==> src/rtl/kth_ss_apb_sequencer.sv <==
// APB3 master that turns a command stream into write/read/poll transfers.
// Ports: cmd_* request side, rsp_* response side, busy, APB3 master bus.
module kth_ss_apb_sequencer #(
  parameter int ADDR_WIDTH     = 32,
  parameter int DATA_WIDTH     = 32,
  parameter int TIMEOUT_CYCLES = 16,
  parameter int POLL_GAP       = 4,
  parameter int POLL_MAX       = 1024
) (
  input  logic                  clk_in,
  input  logic                  reset_int,
  input  logic                  cmd_valid,
  output logic                  cmd_ready,
  input  logic [1:0]            cmd_op,
  input  logic [ADDR_WIDTH-1:0] cmd_addr,
  input  logic [DATA_WIDTH-1:0] cmd_wdata,
  output logic                  rsp_valid,
  input  logic                  rsp_ready,
  output logic [DATA_WIDTH-1:0] rsp_rdata,
  output logic [1:0]            rsp_err,
  output logic                  busy,
  output logic [ADDR_WIDTH-1:0] PADDR,
  output logic                  PWRITE,
  output logic [DATA_WIDTH-1:0] PWDATA,
  output logic                  PSEL,
  output logic                  PENABLE,
  input  logic [DATA_WIDTH-1:0] PRDATA,
  input  logic                  PREADY,
  input  logic                  PSLVERR
);

  typedef enum logic [2:0] {
    IDLE, SETUP, ACCESS, GAP, RESP
  } state_t;

  localparam logic [1:0] OP_WR   = 2'b00;
  localparam logic [1:0] OP_POLL = 2'b10;
  localparam logic [1:0] OP_ILL  = 2'b11;

  localparam logic [1:0] E_OK   = 2'b00;
  localparam logic [1:0] E_SLV  = 2'b01;
  localparam logic [1:0] E_TO   = 2'b10;
  localparam logic [1:0] E_POLL = 2'b11;

  localparam int WW = $clog2(TIMEOUT_CYCLES + 1);
  localparam int PW = $clog2(POLL_MAX + 1);
  localparam int GW = $clog2(POLL_GAP + 1);

  localparam logic [WW-1:0] WAIT_LAST = WW'(TIMEOUT_CYCLES - 1);
  localparam logic [PW-1:0] POLL_LAST = PW'(POLL_MAX - 1);
  localparam logic [GW-1:0] GAP_LAST  = GW'(POLL_GAP - 1);

  state_t                state;
  logic [1:0]            op_q;
  logic [DATA_WIDTH-1:0] mask_q;
  logic [WW-1:0]         wait_cnt;
  logic [PW-1:0]         poll_cnt;
  logic [GW-1:0]         gap_cnt;

  // Write completions report zero data; reads report the bus data.
  logic [DATA_WIDTH-1:0] done_data;
  logic                  poll_hit;

  always_comb begin
    done_data = PWRITE ? '0 : PRDATA;
    poll_hit  = (PRDATA & mask_q) != '0;
  end

  always_ff @(posedge clk_in) begin
    if (reset_int) begin
      state     <= IDLE;
      op_q      <= '0;
      mask_q    <= '0;
      wait_cnt  <= '0;
      poll_cnt  <= '0;
      gap_cnt   <= '0;
      cmd_ready <= 1'b0;
      rsp_valid <= 1'b0;
      rsp_rdata <= '0;
      rsp_err   <= '0;
      busy      <= 1'b0;
      PADDR     <= '0;
      PWRITE    <= 1'b0;
      PWDATA    <= '0;
      PSEL      <= 1'b0;
      PENABLE   <= 1'b0;
    end else begin
      unique case (state)
        IDLE: begin
          cmd_ready <= 1'b1;
          if (cmd_valid && cmd_ready) begin
            cmd_ready <= 1'b0;
            busy      <= 1'b1;
            op_q      <= cmd_op;
            mask_q    <= cmd_wdata;
            PADDR     <= cmd_addr;
            PWDATA    <= cmd_wdata;
            PWRITE    <= (cmd_op == OP_WR);
            if (cmd_op == OP_ILL) begin
              state     <= RESP;
              rsp_valid <= 1'b1;
              rsp_err   <= E_SLV;
              rsp_rdata <= '0;
            end else begin
              state <= SETUP;
              PSEL  <= 1'b1;
            end
          end
        end
        SETUP: begin
          PENABLE <= 1'b1;
          state   <= ACCESS;
        end
        ACCESS: begin
          if (PREADY) begin
            PSEL     <= 1'b0;
            PENABLE  <= 1'b0;
            wait_cnt <= '0;
            if (PSLVERR) begin
              state     <= RESP;
              rsp_valid <= 1'b1;
              rsp_err   <= E_SLV;
              rsp_rdata <= done_data;
            end else if (op_q != OP_POLL) begin
              state     <= RESP;
              rsp_valid <= 1'b1;
              rsp_err   <= E_OK;
              rsp_rdata <= done_data;
            end else if (poll_hit) begin
              state     <= RESP;
              rsp_valid <= 1'b1;
              rsp_err   <= E_OK;
              rsp_rdata <= PRDATA;
            end else if (poll_cnt == POLL_LAST) begin
              state     <= RESP;
              rsp_valid <= 1'b1;
              rsp_err   <= E_POLL;
              rsp_rdata <= PRDATA;
            end else begin
              poll_cnt <= poll_cnt + 1'b1;
              gap_cnt  <= '0;
              state    <= GAP;
            end
          end else if (wait_cnt == WAIT_LAST) begin
            // Stalled too long: abandon the transfer.
            PSEL      <= 1'b0;
            PENABLE   <= 1'b0;
            state     <= RESP;
            rsp_valid <= 1'b1;
            rsp_err   <= E_TO;
            rsp_rdata <= '0;
          end else begin
            wait_cnt <= wait_cnt + 1'b1;
          end
        end
        GAP: begin
          if (gap_cnt == GAP_LAST) begin
            PSEL  <= 1'b1;
            state <= SETUP;
          end else begin
            gap_cnt <= gap_cnt + 1'b1;
          end
        end
        RESP: begin
          if (rsp_ready) begin
            rsp_valid <= 1'b0;
            busy      <= 1'b0;
            cmd_ready <= 1'b1;
            poll_cnt  <= '0;
            wait_cnt  <= '0;
            state     <= IDLE;
          end
        end
        default: state <= IDLE;
      endcase
    end
  end

endmodule

==> config.mk <==
export PLATFORM = sky130hd
export DESIGN_NAME = kth_ss_apb_sequencer
export DESIGN_NICKNAME = d
export VERILOG_FILES = /design/src/rtl/kth_ss_apb_sequencer.sv
export SDC_FILE = /design/constraint.sdc
export NUM_CORES = 1
export LEC_CHECK = 0
export BUFFER_PORTS_ARGS = -buffer_cell sky130_fd_sc_hd__buf_4
export CORE_MARGIN = 3
export CORE_UTILIZATION = 44
export DETAILED_ROUTE_END_ITERATION = 6
export PLACE_DENSITY = 0.88
export SLEW_MARGIN = 20
export SYNTH_ARGS = -nofsm -noshare
export SYNTH_HDL_FRONTEND = slang
export SYNTH_SLANG_ARGS = --single-unit
==> constraint.sdc <==
create_clock -name clk_in -period 1.9 [get_ports clk_in]
set_input_delay 0.38 -clock clk_in [delete_from_list [all_inputs] [get_ports clk_in]]
set_output_delay 0.38 -clock clk_in [all_outputs]
set_load 0.05 [all_outputs]
# Yosys cells after proc, flatten, opt, wreduce, memory -nomap -nowiden
# Index checks and enable logic that the tools add are counted.
[word_totals]
regBits = 128
latch_bits = 0
ram_bits = 0
rom_bits = 0
in_bits = 104
out_inout_bits = 104
word_cells = 134
n_memories = 0
[classes]
add_sub_neg = 3
multipliers = 0
div_mod_pow = 0
magnitude_cmp = 0
eq_ne = 23
n_shift = 0
muxes = 70
n_bitwise = 1
reduce_logical = 22
[ops]
columns = ["op", "count"]
rows = [
  ["$mux W32", 9],
  ["$mux W11", 6],
  ["$pmux W32 S2", 1],
  ["$mux W3", 16],
  ["$and A32 B32 Y32", 1],
  ["$reduce_bool A32 Y1", 1],
  ["$ne A2 B2 Y1 const B", 12],
  ["$pmux W11 S2", 1],
  ["$mux W1", 17],
  ["$mux W2", 8],
  ["$mux W5", 3],
  ["$pmux W3 S5", 1],
  ["$reduce_and A7 Y1", 2],
  ["$add A11 B1 Y11 const B", 1],
  ["$eq A11 B10 Y1 const B", 1],
  ["$pmux W5 S2", 1],
  ["$reduce_and A5 Y1", 2],
  ["$reduce_bool A2 Y1", 5],
  ["$eq A3 B2 Y1 const B", 3],
  ["$ne A3 B3 Y1 const B", 2],
  ["$ne A6 B6 Y1 const B", 1],
  ["$pmux W1 S2", 3],
  ["$pmux W1 S3", 2],
  ["$pmux W3 S2", 1],
  ["other kinds (15)", 19],
]

# Depth between registers and ports, before layout
[depth]
depth_word = 7
mapped_depth = 11
mapped_depth_nobuf = 9

# Worst setup path before layout
# Ideal clock, no wire load.
[synth_timing]
path_type = "reg2reg"
startpoint = "register wait_cnt[0]"
endpoint = "register rsp_rdata[12]"
setup_ps = 69
arrival_time_ps = 2004
t_required_ps = 1831
slack_ps = -173
path_stages_with_launch = 12
path_buffers = 2
synth_period_minus_slack_ps = 2073
path_cell_list = "dfxtp_1 -> ha_1 -> and3_1 -> ha_1 -> nor2_1 -> nor2b_1 -> a31oi_1 -> a21oi_2 -> and2_1 -> buf_2 -> buf_2 -> o21ai_1"
[synth_between]
elab_chain_len = 3
[synth_lines]
columns = ["element", "line", "source"]
rows = [
  ["start, declared", "56", "logic [WW-1:0] wait_cnt;"],
  ["start signal, assigned", "153", "wait_cnt <= wait_cnt + 1'b1;"],
  ["$eq A5 B4 Y1", "144", "end else if (wait_cnt == WAIT_LAST) begin"],
  ["$ne A3 B3 Y1 (no line)", "n/a", ""],
  ["$reduce_and A5 Y1 (no line)", "n/a", ""],
  ["end signal, assigned", "123", "rsp_rdata <= done_data;"],
  ["end signal, assigned", "128", "rsp_rdata <= done_data;"],
  ["end, declared", "19", "output logic [DATA_WIDTH-1:0] rsp_rdata,"],
]
# Every way passes these cells.
# A chain may end at the register's enable or synchronous reset.

# Final worst setup path
[layout_timing]
startpoint = "register mask_q[4]"
endpoint = "register poll_cnt[5]"
[layout_between]
elab_chain_len = 4
[layout_lines]
columns = ["element", "line", "source"]
rows = [
  ["start, declared", "55", "logic [DATA_WIDTH-1:0] mask_q;"],
  ["start signal, assigned", "95", "mask_q <= cmd_wdata;"],
  ["$and A32 B32 Y32", "66", "poll_hit = (PRDATA & mask_q) != '0;"],
  ["$reduce_bool A32 Y1", "66", ""],
  ["$ne A2 B2 Y1 (no line)", "n/a", ""],
  ["$reduce_and A7 Y1 (no line)", "n/a", ""],
  ["end signal, assigned", "140", "poll_cnt <= poll_cnt + 1'b1;"],
  ["end, declared", "57", "logic [PW-1:0] poll_cnt;"],
]
# Every way passes these cells.

==> out/qor.json <==
{
  "finish": {
    "multi_input_area_um2": 2610,
    "drive_above_1_share_pct": 41.1,
    "final_common_cell": "buf_4",
    "layout.cells.non_filler": 1050,
    "layout.nets": 1003,
    "regArea_um2": 2600,
    "syn_to_final_growth_pct": 58.2,
    "highest_count_cells_in_the_layout_ignoring_fill_and_taps": "buf_4 (271), nand2_1 (149), dfxtp_1 (106)",
    "diodes": 0,
    "fillerInstances": 838
  },
  "outcome": {
    "run_status": "finished, violations left",
    "failed_checks": "negative setup slack"
  },
  "worst_setup_path": {
    "crit_path_max_fanout": 11,
    "critPathRequiredTime_ns": 2.24,
    "crit_buf_inv": 1,
    "path_class": "reg2reg",
    "cp-end-kind": "flip-flop",
    "cp_top_family": "simple AND/OR/NAND/NOR gates",
    "timing.critical_path.from_type": "flip-flop",
    "critical-path-slowest-cell": "or3_1",
    "critical_path_arrival_ns": 2.38,
    "path_cells": "a22o_1 > a221oi_1 > and4_4 > nand3_4 > buf_8 > or3_1 > a21oi_1",
    "max_stage_delay_ns": 0.34
  },
  "clock_network": {
    "postCtsHoldBufs": 0,
    "deepest_level_of_the_cts_h_tree": 4,
    "path_clk_slew_ns": 0.06,
    "clk-insertion-delay-late_ns": 0.42,
    "tritoncts": "built",
    "cts-buffers-inserted": 17,
    "clk_root_buffer_cell": "clkbuf_16",
    "cts.sinks": 128,
    "clk_path_buf_depth": 2
  },
  "timing": {
    "post-route-worst-setup-slack_ns": -0.147,
    "timing.max_slew.rel_slack_pct": 70.6,
    "finalHoldViolCount": 0,
    "slew_violations": 0,
    "final.min_clock_period_ns": 2.05,
    "tightest_slew_ns": 0.441,
    "fmax_mhz": 489,
    "final.period_utilization_pct": 108,
    "setup_viol": 34,
    "worst_hold_slack_ns": 0.201,
    "setup_repair_after_global_routing_missed_its_margin": "true",
    "fin_skew_ns": 0.0111
  },
  "logic_synthesis": {
    "synth.distinct_cells": 46,
    "ys_dominant_reg_cell": "dfxtp_1",
    "yosys_register_bits": 128,
    "synth_nets": 752,
    "synth-warning-count": 0,
    "synth_area_um2": 5230,
    "ys_seq_area_share_pct": 49.0,
    "synth_edf_count": 0,
    "postSynthAreaPerCell_um2": 8.14,
    "cell_count_after_synthesis": 643,
    "synthArstFlopShare_pct": 0
  },
  "global_routing": {
    "largest_net_degree_at_the_start_of_global_routing": 45,
    "grtUsageTotal_pct": 26.3,
    "grt_pass1_wl_um": 27100,
    "grt_antenna_before_repair": 0,
    "first_global_vias": 5368,
    "global_route.overflow_total": 0
  },
  "floorplanning": {
    "ios": 208,
    "die_height_um": 115,
    "core_area_um2": 11500,
    "start_util_pct": 45.4,
    "die_span_x_um": 115,
    "row_cnt": 39,
    "die_area_um2": 13200
  },
  "power_and_ir_drop": {
    "finalPower_mw": 7.81,
    "cellPowerDensity_nw_per_um2": 943,
    "vdd_drop_max_mv": 0.940,
    "leak_nw": 3.51
  },
  "routing": {
    "initialDrtViolationCount": 530,
    "vias_per_cell": 5.56,
    "route.vias.total": 5843,
    "drt_wl_total_um": 18700,
    "detail_route.drc_violations": 0,
    "drt_pre_antenna_iters": 5,
    "wl_per_cell_um": 17.8,
    "antenna_violating_nets_post_route": 0
  },
  "placed_design": {
    "hpwl_um": 12800,
    "placed_cells_incl_taps": 1011,
    "final_wtd_congestion": 0.948,
    "port_buffers": 207
  },
  "run": {
    "timing.max_cap.violations": 0
  },
  "min_path": {
    "holdCritPathClass": "in2reg"
  }
}
[registers in the layout (all words and copies together), names as in the netlist, 2 cells and up]
register / cells
state: 3
PADDR: 32
poll_cnt: 11
gap_cnt: 3
rsp_rdata: 32
op_q: 2
mask_q: 32
wait_cnt: 5
rsp_err: 2
[what timing repair did]
item / CTS / global route
cloned: 1 / 0
pin swaps: 11 / 10
setup buffers: 0 / 6
resized for setup: 21 / 20
endpoints found under the setup margin: 44 / 44
endpoints found under the hold margin: 0 / 0
[metal layers]
layer / part of all wire, % / vias up / GRT usage, %
met3: 9.4 / 67 / 8.26
li1: - / 2739 / -
met5: 0 / - / 0
met2: 48 / 310 / 42.0
met4: 4.0 / 0 / 11.7
met1: 38 / 2727 / 32.7
[through the flow]
step	utilization (%)	area [um2]	worst slack (ns)	setup TNS, ns
floorplan	-	5330	-0.00116	-0.00226
global placement	64.2	7390	-0.254	-5.77
detailed placement	64.2	7390	-0.343	-11.01
CTS	70.7	8150	-0.0241	-0.0797
global route	71.9	8280	-0.216	-3.31
finish	71.9	8280	-0.147	-1.18
[synthesized netlist by cell type (3+ instances only)]
| cell type | instances | area share (%) |
|---|---|---|
| buf_2 | 12 | 1.1 |
| o21ai_1 | 35 | 3.3 |
| dfxtp_1 | 128 | 49 |
| nand2_1 | 150 | 11 |
| a221oi_1 | 8 | 1.3 |
| ha_1 | 5 | 1.2 |
| a31oi_1 | 4 | 0.48 |
| nand3_1 | 10 | 0.96 |
| and3_1 | 3 | 0.36 |
| clkbuf_1 | 33 | 2.4 |
| or3_1 | 4 | 0.48 |
| o21ai_0 | 4 | 0.38 |
| nor3_1 | 7 | 0.67 |
| buf_6 | 3 | 0.65 |
| a21oi_1 | 89 | 8.5 |
| nand3b_1 | 3 | 0.43 |
| nand4_1 | 35 | 4.2 |
| o31ai_1 | 4 | 0.57 |
| inv_1 | 5 | 0.36 |
| nand2b_1 | 35 | 4.2 |
| a22o_1 | 8 | 1.3 |
| or4_1 | 4 | 0.57 |
| nor2_1 | 22 | 1.6 |
[cell type report]
class	instances	area share [%]
Inverter	5	0.227
Clock inverter	11	2.22
Sequential cell	128	31.4
Clock buffer	21	5.56
Multi-Input combinational cell	460	31.5
Tap cell	143	2.16
Timing Repair Buffer	282	26.9
[worst paths after layout]
path	slack (ns)	start	to	depth (start not counted)
max	-0.15	mask_q[4]$_SDFFE_PP0P_	poll_cnt[5]$_SDFFE_PP0P_	7
min reg2reg	0.45	PADDR[2]$_SDFFE_PP0P_	PADDR[2]$_SDFFE_PP0P_	2
min	0.20	cmd_wdata[4]	mask_q[4]$_SDFFE_PP0P_	3
max reg2reg	-0.15	mask_q[4]$_SDFFE_PP0P_	poll_cnt[5]$_SDFFE_PP0P_	7
[worst reg2reg max path, stage by stage, from the launching register on]
cell and delay (ns):
dfxtp_2 0.32, a22o_1 0.19, a221oi_1 0.27, and4_4 0.31
nand3_4 0.13, buf_8 0.18, or3_1 0.34, a21oi_1 0.21
[cells by family (layout without fill, tap and decap cells)]
| logic type | Yosys count | in the layout | share of synthesized area, % |
|---|---|---|---|
| AOI/OAI and AO/OA | 162 | 162 | 17.6 |
| xor gates and xnor gates | 2 | 2 | 0.335 |
| adders and majority gates | 5 | 5 | 1.20 |
| buffers and inverters | 55 | 319 | 4.66 |
| DFF | 128 | 128 | 49.0 |
| muxes | 2 | 2 | 0.406 |
| and+or+nand+nor | 289 | 289 | 26.9 |
[power by group]
part / switching, mW / internal, mW / total, mW
registers: 0.0854 / 2.79 / 2.88
logic: 0.811 / 0.533 / 1.34
clock network: 1.20 / 2.39 / 3.58
total: 2.09 / 5.71 / 7.81
Power figures use the tool's default switching activity.
